File: src/rtl/bram_reader_pkg.sv
// Shared types and constants for the block-RAM stream reader.
package bram_reader_pkg;
  typedef enum logic [1:0] {IDLE, RUN, DRAIN, FIN} state_t;
  localparam int FIFO_DEPTH = 2;
  localparam int CNT_W = $clog2(FIFO_DEPTH + 1);
endpackage

File: src/rtl/bram_reader_fifo2.sv
// Two-entry in-order FIFO; head is always entry 0, entries shift on pop.
module bram_reader_fifo2
  import bram_reader_pkg::*;
#(
  parameter int BITS = 2
) (
  input  logic             clk,
  input  logic             rst,
  input  logic             push,
  input  logic             pop,
  input  logic [BITS-1:0]  din,
  output logic [CNT_W-1:0] cnt,
  output logic [BITS-1:0]  head
);
  logic [FIFO_DEPTH-1:0][BITS-1:0] mem;

  assign head = mem[0];

  always_ff @(posedge clk or posedge rst) begin
    if (rst) begin
      mem <= '0;
      cnt <= '0;
    end else begin
      case ({push, pop})
        2'b10: begin
          mem[cnt[0]] <= din;
          cnt         <= cnt + 1'b1;
        end
        2'b01: begin
          mem[0] <= mem[1];
          cnt    <= cnt - 1'b1;
        end
        2'b11: begin
          // occupancy unchanged; new word lands behind whatever remains
          if (cnt == CNT_W'(2)) begin
            mem[0] <= mem[1];
            mem[1] <= din;
          end else begin
            mem[0] <= din;
          end
        end
        default: ;
      endcase
    end
  end
endmodule

File: src/rtl/bram_stream_reader.sv
// Walks a RAM address range with one-cycle-latency reads and returns the
// words as a ready/valid stream, using a 2-entry FIFO as read credit.
module bram_stream_reader
  import bram_reader_pkg::*;
#(
  parameter int BITS      = 2,
  parameter int ADDR_BITS = 13,
  parameter int LEN_BITS  = 14
) (
  input  logic                 CLK,
  input  logic                 reset,
  input  logic                 start,
  input  logic [ADDR_BITS-1:0] start_addr,
  input  logic [LEN_BITS-1:0]  length,
  output logic                 busy,
  output logic                 done,
  output logic                 ram_en,
  output logic                 ram_we,
  output logic                 ram_ssr,
  output logic [ADDR_BITS-1:0] ram_addr,
  input  logic [BITS-1:0]      ram_dout,
  output logic                 out_valid,
  output logic [BITS-1:0]      out_data,
  input  logic                 out_ready
);
  state_t               state;
  logic [ADDR_BITS-1:0] addr, addr_q;
  logic [LEN_BITS-1:0]  rem;
  logic                 inflight;
  logic [CNT_W-1:0]     cnt;
  logic                 pop, issue;
  logic [2:0]           occ;

  assign pop       = out_valid & out_ready;
  assign out_valid = (cnt != '0);
  // words the FIFO will hold after this cycle, counting the read in flight
  assign occ       = 3'(cnt) + 3'(inflight) - 3'(pop);
  assign issue     = (state == RUN) && (rem != '0) && (occ <= 3'd1);

  assign ram_en    = issue;
  assign ram_addr  = issue ? addr : addr_q;
  assign ram_we    = 1'b0;
  assign ram_ssr   = 1'b0;
  assign busy      = (state != IDLE);
  assign done      = (state == FIN);

  always_ff @(posedge CLK or posedge reset) begin
    if (reset) begin
      state    <= IDLE;
      addr     <= '0;
      addr_q   <= '0;
      rem      <= '0;
      inflight <= 1'b0;
    end else begin
      inflight <= issue;
      if (issue) begin
        addr   <= addr + ADDR_BITS'(1);
        addr_q <= addr;
        rem    <= rem - LEN_BITS'(1);
      end
      case (state)
        IDLE: if (start) begin
          if (length != '0) begin
            addr  <= start_addr;
            rem   <= length;
            state <= RUN;
          end else begin
            state <= FIN;
          end
        end
        RUN:   if (issue && rem == LEN_BITS'(1)) state <= DRAIN;
        DRAIN: if (occ == 3'd0) state <= FIN;
        FIN:   state <= IDLE;
        default: state <= IDLE;
      endcase
    end
  end

  bram_reader_fifo2 #(.BITS(BITS)) u_fifo (
    .clk  (CLK),
    .rst  (reset),
    .push (inflight),
    .pop  (pop),
    .din  (ram_dout),
    .cnt  (cnt),
    .head (out_data)
  );
endmodule

File: config.mk
export PLATFORM = sky130hd
export DESIGN_NAME = bram_stream_reader
export DESIGN_NICKNAME = d
export VERILOG_FILES = /design/src/rtl/bram_reader_pkg.sv /design/src/rtl/bram_reader_fifo2.sv /design/src/rtl/bram_stream_reader.sv
export SDC_FILE = /design/constraint.sdc
export NUM_CORES = 1
export LEC_CHECK = 0
export CORE_MARGIN = 10
export CORE_UTILIZATION = 59
export CTS_BUF_LIST = sky130_fd_sc_hd__clkbuf_8
export DETAILED_ROUTE_END_ITERATION = 8
export PLACE_DENSITY = 0.85
export SLEW_MARGIN = 20
export SYNTH_ARGS = -nofsm -noshare
export SYNTH_HDL_FRONTEND = slang
export SYNTH_SLANG_ARGS = --single-unit
File: constraint.sdc
create_clock -name CLK -period 8.8 [get_ports CLK]
set_input_delay 0.88 -clock CLK [delete_from_list [all_inputs] [get_ports CLK]]
set_output_delay 0.88 -clock CLK [all_outputs]
set_load 0.02 [all_outputs]
== After elaboration in Yosys (flattened, before gate mapping) ==
Index checks and enable logic that the tools add are counted.

* Register bits after elaboration: 49
* Input bits: 33
* Output and inout bits: 21
* Logic and storage cells: 67

* $add $sub $neg: 6
* Magnitude comparators: 3
* Equality and inequality tests: 12
* Mux-type cells: 22
* Bitwise logic cells: 1
* Reduce and logical (&&, ||, !) cells: 15

{| class="wikitable"
|+ Operator list
! operator !! count
|-
| 2-to-1 mux 13 bit || 5
|-
| 2-to-1 mux 14 bit || 4
|-
| nonzero test 14 bit || 2
|-
| equality test 14 x 1 -> 1 bit, second input constant || 1
|-
| 2-to-1 mux 2 bit || 7
|-
| subtractor 14 x 1 -> 14 bit, second input constant || 1
|-
| adder 13 x 1 -> 13 bit, second input constant || 1
|-
| equality test 2 bit, second input constant || 5
|-
| one-hot mux 2 bit (2 select lines) || 2
|-
| one-hot mux 2 bit (4 select lines) || 1
|-
| nonzero test 2 bit || 4
|-
| one-hot mux 2 bit (3 select lines) || 1
|-
| bitwise mux 4 bit || 1
|-
| equality test 2 x 1 -> 1 bit, second input constant || 2
|-
| logical AND 1 bit || 4
|-
| inequality test 2 x 1 -> 1 bit, second input constant || 2
|-
| inequality test 2 bit, second input constant || 2
|-
| adder 2 x 1 -> 3 bit || 1
|-
| less-or-equal comparator 3 x 1 -> 1 bit, second input constant || 1
|-
| zero test 3 bit || 1
|-
| AND reduction 3 bit || 1
|-
| nonzero test 3 bit || 1
|-
| subtractor 3 x 1 -> 3 bit || 1
|-
| adder 2 x 1 -> 2 bit, second input constant || 1
|-
| 7 further kinds || 7
|}

== Depth between registers and ports, before layout ==
Gate-level depths: netlist of run 1.

* Word-level depth: 9
* Gate-level depth with buffers: 14
* Gate-level depth less buffers: 13

== Hierarchy ==
From an unflattened synthesis of run 1, not the netlist that was laid out.

* Cell total of the unflattened synthesis: 302
* Area total of the unflattened synthesis: 2934.1 um^2

{| class="wikitable"
|+ By module, submodules not included
! module !! instances !! cells each !! area each (um^2) !! seq. area each (um^2)
|-
| bram_stream_reader || 1 || 256 || 2498.6 || 1076.0
|-
| bram_reader_fifo2 || 1 || 46 || 435.4 || 150.1
|}

== Worst setup path before layout of run 1 ==
Ideal clock, no wire load.

* Path kind: reg-to-output
* Start: reg u_fifo.cnt[0]
* End: out ram_addr[10]
* Arrival: 3.132 ns
* Data required time: 7.920 ns
* Setup slack: 4.788 ns
* Cell stages (with the launch flop): 14
* Buffers on the path: 2
* Cells stage by stage: dfrtp_1 > clkbuf_1 > or2_2 > and2_1 > ha_1 > inv_1 > ha_1 > inv_1 > fa_1 > nand2_1 > nor2_4 > nand2_4 > buf_12 > mux2_4

* Cells in the longest elaborated chain, start to end: 6
* Elaborated cells between the ends (all ways): 7
* Those cells by class: 2 x add/sub; 1 x order compare; 1 x mux; 1 x bitwise; 2 x reduce/logical

{| class="wikitable"
|+ RTL lines
! element !! line !! RTL
|-
| start, declared || bram_reader_fifo2.sv:12 || <nowiki>output logic [CNT_W-1:0] cnt,</nowiki>
|-
| start signal, assigned || bram_reader_fifo2.sv:27 || <nowiki>cnt <= cnt + 1'b1;</nowiki>
|-
| start signal, assigned || bram_reader_fifo2.sv:31 || <nowiki>cnt <= cnt - 1'b1;</nowiki>
|-
| nonzero test 2 bit || bram_stream_reader.sv:35 || <nowiki>assign out_valid = (cnt != '0);</nowiki>
|-
| named net out_valid || bram_stream_reader.sv:22 || <nowiki>output logic out_valid,</nowiki>
|-
| AND 1 bit || bram_stream_reader.sv:34 || <nowiki>assign pop = out_valid & out_ready;</nowiki>
|-
| subtractor 3 x 1 -> 3 bit || bram_stream_reader.sv:37 || <nowiki>assign occ = 3'(cnt) + 3'(inflight) - 3'(pop);</nowiki>
|-
| less-or-equal comparator 3 x 1 -> 1 bit || bram_stream_reader.sv:38 || <nowiki>assign issue = (state == RUN) && (rem != '0) && (occ <= 3'd1);</nowiki>
|-
| logical AND 1 bit || bram_stream_reader.sv:38 ||
|-
| 2-to-1 mux 13 bit || -- ||
|-
| end, declared || bram_stream_reader.sv:20 || <nowiki>output logic [ADDR_BITS-1:0] ram_addr,</nowiki>
|}

The timed path passes the listed nets, and every way through them passes these cells.

== Worst setup path in the final report of run 1 ==
* Start: in out_ready
* End: out ram_addr[1]

* Cells in the longest elaborated chain, start to end: 5

{| class="wikitable"
|+ RTL lines
! element !! line !! RTL
|-
| start, declared || bram_stream_reader.sv:24 || <nowiki>input logic out_ready</nowiki>
|-
| AND 1 bit || bram_stream_reader.sv:34 ||
|-
| subtractor 3 x 1 -> 3 bit || bram_stream_reader.sv:37 ||
|-
| less-or-equal comparator 3 x 1 -> 1 bit || bram_stream_reader.sv:38 ||
|-
| logical AND 1 bit || bram_stream_reader.sv:38 ||
|-
| 2-to-1 mux 13 bit || -- ||
|}

Every way passes these cells.

==> impl_metrics.json, run 1 <==
{
  "drive_above_1_share_pct": 12.2,
  "combPwrFrac_pct": 53.8,
  "fin_crit_sh_pct": 57.8,
  "antenna_found_initial": 0,
  "coreArea_um2": 5040,
  "synth_ff_type": "dfrtp_1",
  "hold_ws_ps": 504,
  "hold_viol": 0,
  "synth-async-reset-ratio_pct": 100,
  "syn_avg_cell_area_um2": 10.2,
  "startpoint_type": "input pin",
  "grt_pass1_vias": 2465,
  "ir_drop_mv": 0.217,
  "tns_ps": 0,
  "synth.distinct_cells": 53,
  "synth_top_area_cell": "dfrtp_1",
  "synth_warnings": 0,
  "cpMaxStageDelayCell": "clkdlybuf4s50_1",
  "synth_xor_area_share_pct": 8.30,
  "r2r_slack_ps": 5280,
  "num_vias": 2342,
  "met2_length_um": 3490,
  "crit_family": "buffers and inverters",
  "r2r_start": "u_fifo.cnt[1]",
  "port_buffers": 51,
  "final_cell_mix": "clkdlybuf4s50_1 (51), dfrtp_1 (49), nor2_1 (40), a21oi_1 (32), xor2_1 (19)",
  "yosys_register_bits": 49,
  "wl_per_cell_um": 16.5,
  "reg2regPathDepth": 12,
  "insertion_delay_ps": 320,
  "critical_path_peak_fanout": 15,
  "routed.top_layer": "met4",
  "grt_pass1_wl_um": 11400,
  "pin_count": 54,
  "met1_length_um": 2880,
  "cts_tree": "built",
  "synth-adder-area-share_pct": 6.41,
  "die_w_um": 91.8,
  "maxSlewViolCount": 0,
  "final_antenna_net_count": 0,
  "r2r_end": "state[0]",
  "die_y_um": 91.8,
  "nets": 391,
  "p_switching_w": 0.000590,
  "slew_headroom_pct": 35.0,
  "cp_num_cells": 12,
  "worst_slack_ps": 3710,
  "finalWirelength_um": 6830,
  "max_stage_delay_ps": 560,
  "powerDensity_nw_per_um2": 368,
  "hold_buffers": 0,
  "post_cts_buffers": 0,
  "synthMuxAreaShare_pct": 7.44,
  "cp.buffers_inverters": 4,
  "routed-wl-met3_um": 368,
  "tightest_slew_ps": 974,
  "syn_area_um2": 3050,
  "clk_pin_slew_ps": 90,
  "fmax_ghz": 0.197,
  "cts_buffers": 5,
  "dp_hpwl_um": 5040,
  "synth_compound_area_share_pct": 9.29,
  "critPathRequiredTime_ps": 7920,
  "drt_pass1_iterations": 4,
  "crit_path_end_kind": "output port",
  "grt_max_degree": 52,
  "grt-ovfl-total": 0,
  "antenna_cells": 0,
  "synth-edff-count": 0,
  "drt_iter0_markers": 108,
  "synthCells": 299,
  "critPathKind": "in2out",
  "cts_htree_levels": 2,
  "synthTopCellsByArea": "dfrtp_1 (40%), ha_1 (5.8%), xor2_1 (5.5%)",
  "hold_path.class": "reg2reg",
  "final_util_pct": 72.4,
  "p_seq_share_pct": 35.1,
  "finClkSkew_ps": 9.35,
  "synthSimpleGateAreaFrac_pct": 23.0,
  "fin_crit_ps": 5090,
  "p_sw_share_pct": 43.9,
  "synth_top_family_by_area": "simple AND/OR/NAND/NOR gates",
  "cp.arrival_ps": 4210,
  "pre_cts_ws_ps": 3710,
  "clock-sinks": 49,
  "yosys.area.top_type_share_pct": 40.3,
  "rsz0062_at_grt": "no",
  "clock_power_share_pct": 11.1,
  "grt_util_all_layers_pct": 16.5,
  "cts_max_path_buffers": 2,
  "clockRootBuffer": "clkbuf_8",
  "final_common_cell": "clkdlybuf4s50_1",
  "seq_area_frac_synth_pct": 40.3,
  "intPower_w": 0.000754,
  "startpoint": "out_ready",
  "rows": 26,
  "viasPerCell": 5.66,
  "cp_cell_sequence": "clkdlybuf4s50_1, and2_1, ha_1, inv_1, ha_1, inv_1, fa_1, xor2_2, nor2_4, nand2_4, mux2_2, clkdlybuf4s50_1",
  "status": "complete, no violations",
  "cts_resized": 0,
  "finalSetupViolCount": 0,
  "start_util_pct": 60.4,
  "drc": 0,
  "area_delta_synth_final_pct": 19.9,
  "leakagePower_nw": 1.49,
  "die_area_um2": 8440,
  "crit_end": "ram_addr[1]",
  "drv_cap": 0,
  "gp_congestion": 0.813
}
[state kept, by name, summed over array words and instances (netlist names)]
name	cells
addr	13
addr_q	13
inflight	1
rem	14
state	2
u_fifo.cnt	2
u_fifo.head	2
u_fifo.mem	2
[power by group through the flow]
stage	combinational, W	clock [W]	sequential, W
after floorplan	0.000551	0	0.000430
after detailed placement	0.000725	0	0.000473
final	0.000724	0.000149	0.000472
after global placement	0.000694	0	0.000466
after global routing	0.000793	0.000160	0.000488
after CTS	0.000730	0.000151	0.000470
[cell usage after synthesis (2+ instances only)]
library cell and count:
buf_4 4, inv_1 13, nand3_1 14, nand2_4 2, nand2b_1 4, a22oi_1 2
mux2_2 5, nand4_1 12, mux2i_1 5, dfrtp_1 49, nor3_1 6, ha_1 14
mux2_4 8, clkbuf_1 8, a32o_1 2, nor4_1 4, nor2_1 40, buf_6 2
xor2_1 19, xnor2_1 8, o21ai_0 2, a21oi_1 32, nor3_4 2, nor2b_1 2
nor4b_4 3, nand2_1 10
[kinds of logic after synthesis]
family | count (synthesis)
multiplexers | 18
adder cells (fa/ha/maj) | 15
AND/OR/NAND/NOR | 112
flip-flops | 49
other | 1
buffers and inverters | 29
AO/OA/AOI/OAI | 47
XOR/XNOR | 28
[worst min path at each step]
| stage | startpoint | to | slack, ps | depth (start not counted) |
|---|---|---|---|---|
| finish | addr_q[6] | addr_q[6] | 500 | 1 |
| global route | addr_q[8] | addr_q[8] | 520 | 1 |
| CTS | addr_q[6] | addr_q[6] | 510 | 1 |
| detailed placement | addr_q[8] | addr_q[8] | 480 | 1 |
| global placement | addr_q[12] | addr_q[12] | 460 | 2 |
| floorplan | u_fifo.head[0] | u_fifo.head[0] | 500 | 2 |
[layer usage]
layer,vias to the layer above,GRT usage [%]
met1,1145,19.2
li1,1130,-
met4,0,5.91
met2,57,27.3
met3,10,5.87
met5,-,0
[worst reg2reg max path, cell delays in order (launching register included)]
cell and delay (ps):
dfrtp_1 550, or2_2 370, and2_1 200, ha_1 280, inv_1 60, ha_1 130, inv_1 50, fa_1 530
nand2_1 220, nor3b_4 370, nor4b_4 300, o221ai_2 180, mux2i_1 150
[stage by stage]
step	cells	area, µm²	total power [W]
after floorplan	300	3050	0.000982
after global placement	406	3550	0.00116
after detailed placement	406	3550	0.00120
after CTS	414	3650	0.00135
after global routing	414	3650	0.00144
final	414	3650	0.00134
[layout make-up]
class | instances | area, µm²
multi-input cells | 222 | 1670
fillers | 365 | 1390
flip-flops and latches | 49 | 1230
repair buffers | 51 | 510
clock buffers | 7 | 96.3
well taps | 70 | 87.6
inverters | 14 | 56.3
clock inverters | 1 | 5.00
Note: power is estimated with default switching activity, not from simulation.
==> run 2: changes to the inputs <==
--- a/config.mk
+++ b/config.mk
@@ -6,10 +6,10 @@
 export NUM_CORES = 1
 export LEC_CHECK = 0
 export CORE_MARGIN = 10
-export CORE_UTILIZATION = 59
+export CORE_UTILIZATION = 49
 export CTS_BUF_LIST = sky130_fd_sc_hd__clkbuf_8
 export DETAILED_ROUTE_END_ITERATION = 8
-export PLACE_DENSITY = 0.85
+export PLACE_DENSITY = 0.75
 export SLEW_MARGIN = 20
 export SYNTH_ARGS = -nofsm -noshare
 export SYNTH_HDL_FRONTEND = slang
==> constraint.sdc (replaced) <==
create_clock -name CLK -period 4.33 [get_ports CLK]
set_input_delay 0.433 -clock CLK [delete_from_list [all_inputs] [get_ports CLK]]
set_output_delay 0.433 -clock CLK [all_outputs]
set_load 0.02 [all_outputs]
==> impl_metrics.json, run 2 (synthesis gave the netlist of run 1 again) <==
{
  "status": "complete, no violations",
  "finClkSkew_ps": 14.3,
  "largest_register_ffs": 14,
  "grt_pass1_wl_um": 11500,
  "die_y_um": 98.8,
  "leakagePower_nw": 1.52,
  "critical_path_peak_fanout": 15,
  "grt_max_degree": 50,
  "top_regs": "rem (14), addr (13), addr_q (13)",
  "cts_max_path_buffers": 2,
  "clockRootBuffer": "clkbuf_8",
  "crit_path_end_kind": "output port",
  "drive_above_1_share_pct": 13.2,
  "grt_util_all_layers_pct": 13.9,
  "area_delta_synth_final_pct": 22.5,
  "final_common_cell": "clkdlybuf4s50_1",
  "cts_htree_levels": 2,
  "final_util_pct": 62.3,
  "critPathRequiredTime_ps": 3900,
  "hold_path.class": "reg2reg",
  "startpoint": "u_fifo.cnt[1]",
  "critPathKind": "reg2out",
  "fin_crit_sh_pct": 94.7,
  "r2r_slack_ps": 1080,
  "clock_power_share_pct": 11.9,
  "finalWirelength_um": 6350,
  "cts_buffers": 5,
  "die_area_um2": 9770,
  "combPwrFrac_pct": 54.9,
  "final_antenna_net_count": 0,
  "cp.arrival_ps": 3670,
  "r2r_start": "u_fifo.cnt[1]",
  "ir_drop_mv": 0.402,
  "p_switching_w": 0.00117,
  "final_cell_mix": "clkdlybuf4s50_1 (51), dfrtp_1 (49), nor2_1 (40), a21oi_1 (32), xor2_1 (19)",
  "drc": 0,
  "slew_headroom_pct": 44.0,
  "startpoint_type": "register",
  "dp_hpwl_um": 4810,
  "fmax_ghz": 0.244,
  "p_seq_share_pct": 33.1,
  "fin_crit_ps": 4100,
  "viasPerCell": 5.34,
  "gp_congestion": 0.817,
  "intPower_w": 0.00161,
  "insertion_delay_ps": 300,
  "wl_per_cell_um": 15.0,
  "p_sw_share_pct": 42.1,
  "num_vias": 2263,
  "rows": 28,
  "rsz0062_at_grt": "no",
  "cts_tree": "built",
  "finalSetupViolCount": 0,
  "coreArea_um2": 5990,
  "tightest_slew_ps": 839,
  "antenna_cells": 0,
  "crit_end": "ram_addr[2]",
  "grt-ovfl-total": 0,
  "reg2regPathDepth": 13,
  "grt_pass1_vias": 2442,
  "clk_pin_slew_ps": 90,
  "die_w_um": 98.8,
  "maxSlewViolCount": 0,
  "clock-sinks": 49,
  "hold_viol": 0,
  "largest_register": "rem",
  "antenna_found_initial": 0,
  "powerDensity_nw_per_um2": 746,
  "port_buffers": 51,
  "tns_ps": 0,
  "drt_iter0_markers": 107,
  "drv_cap": 0,
  "pin_count": 54,
  "drt_pass1_iterations": 4,
  "start_util_pct": 50.8,
  "r2r_end": "state[0]",
  "nets": 396
}
-- run 2: worst min-delay path by stage --
stage | startpoint | to | slack (ps) | cells after the start
6_report | addr_q[12] | addr_q[12] | 480 | 2
5_1_grt | addr_q[12] | addr_q[12] | 510 | 2
4_1_cts | addr_q[12] | addr_q[12] | 480 | 2
3_5_place_dp | addr_q[12] | addr_q[12] | 460 | 2
3_3_place_gp | addr_q[12] | addr_q[12] | 460 | 2
2_1_floorplan | u_fifo.head[0] | u_fifo.head[0] | 500 | 2
-- run 2: repair_timing --
item                                    CTS  global route
cloned                                    0             0
gates resized for setup                   1             1
pin swaps                                 0             1
hold buffers                              0             0
endpoints found under the setup margin    1            13
setup buffers                             0             1
-- run 2: metal layers --
layer	up-vias	GRT usage, %	wire length [µm]
li1	1141	-	-
met1	1061	17.7	2890
met2	54	22.0	2960
met3	7	4.26	432
met4	0	4.08	76
met5	-	0	0
-- run 2: cell type report --
class,instances,area [µm²]
fill,489,2260
multi-input combinational,222,1690
sequential,49,1230
timing repair buffer,56,548
tap,75,93.8
clock buffer,6,82.6
inverter,14,56.3
clock inverter,2,33.8
-- run 2: metrics by stage --
stage                     total power, W  std cells  hold slack (ps)  instance area (µm²)  setup WS [ps]
final                            0.00278        424              481                 3730            229
after CTS                        0.00280        423              484                 3710           75.1
after global routing             0.00302        424              512                 3730           35.2
after floorplan                  0.00199        300              496                 3050            765
after detailed placement         0.00244        415              462                 3590            167
after global placement           0.00239        415              456                 3590            248
-- run 2: critical path, stage by stage (launching register included) --
cell and delay, ps:
dfrtp_1 380, or2_2 300, and2_1 210, ha_1 280, inv_1 50, ha_1 130
inv_1 50, fa_1 470, xor2_4 310, nor2_4 90, nand2_8 170, mux2_2 370
clkdlybuf4s50_1 550
-- run 2: power by group through the flow --
stage | logic (W) | registers, W | clock network, W
after floorplan | 0.00112 | 0.000875 | 0
final | 0.00153 | 0.000923 | 0.000333
after CTS | 0.00153 | 0.000925 | 0.000345
after global routing | 0.00170 | 0.000961 | 0.000362
after global placement | 0.00147 | 0.000920 | 0
after detailed placement | 0.00151 | 0.000930 | 0
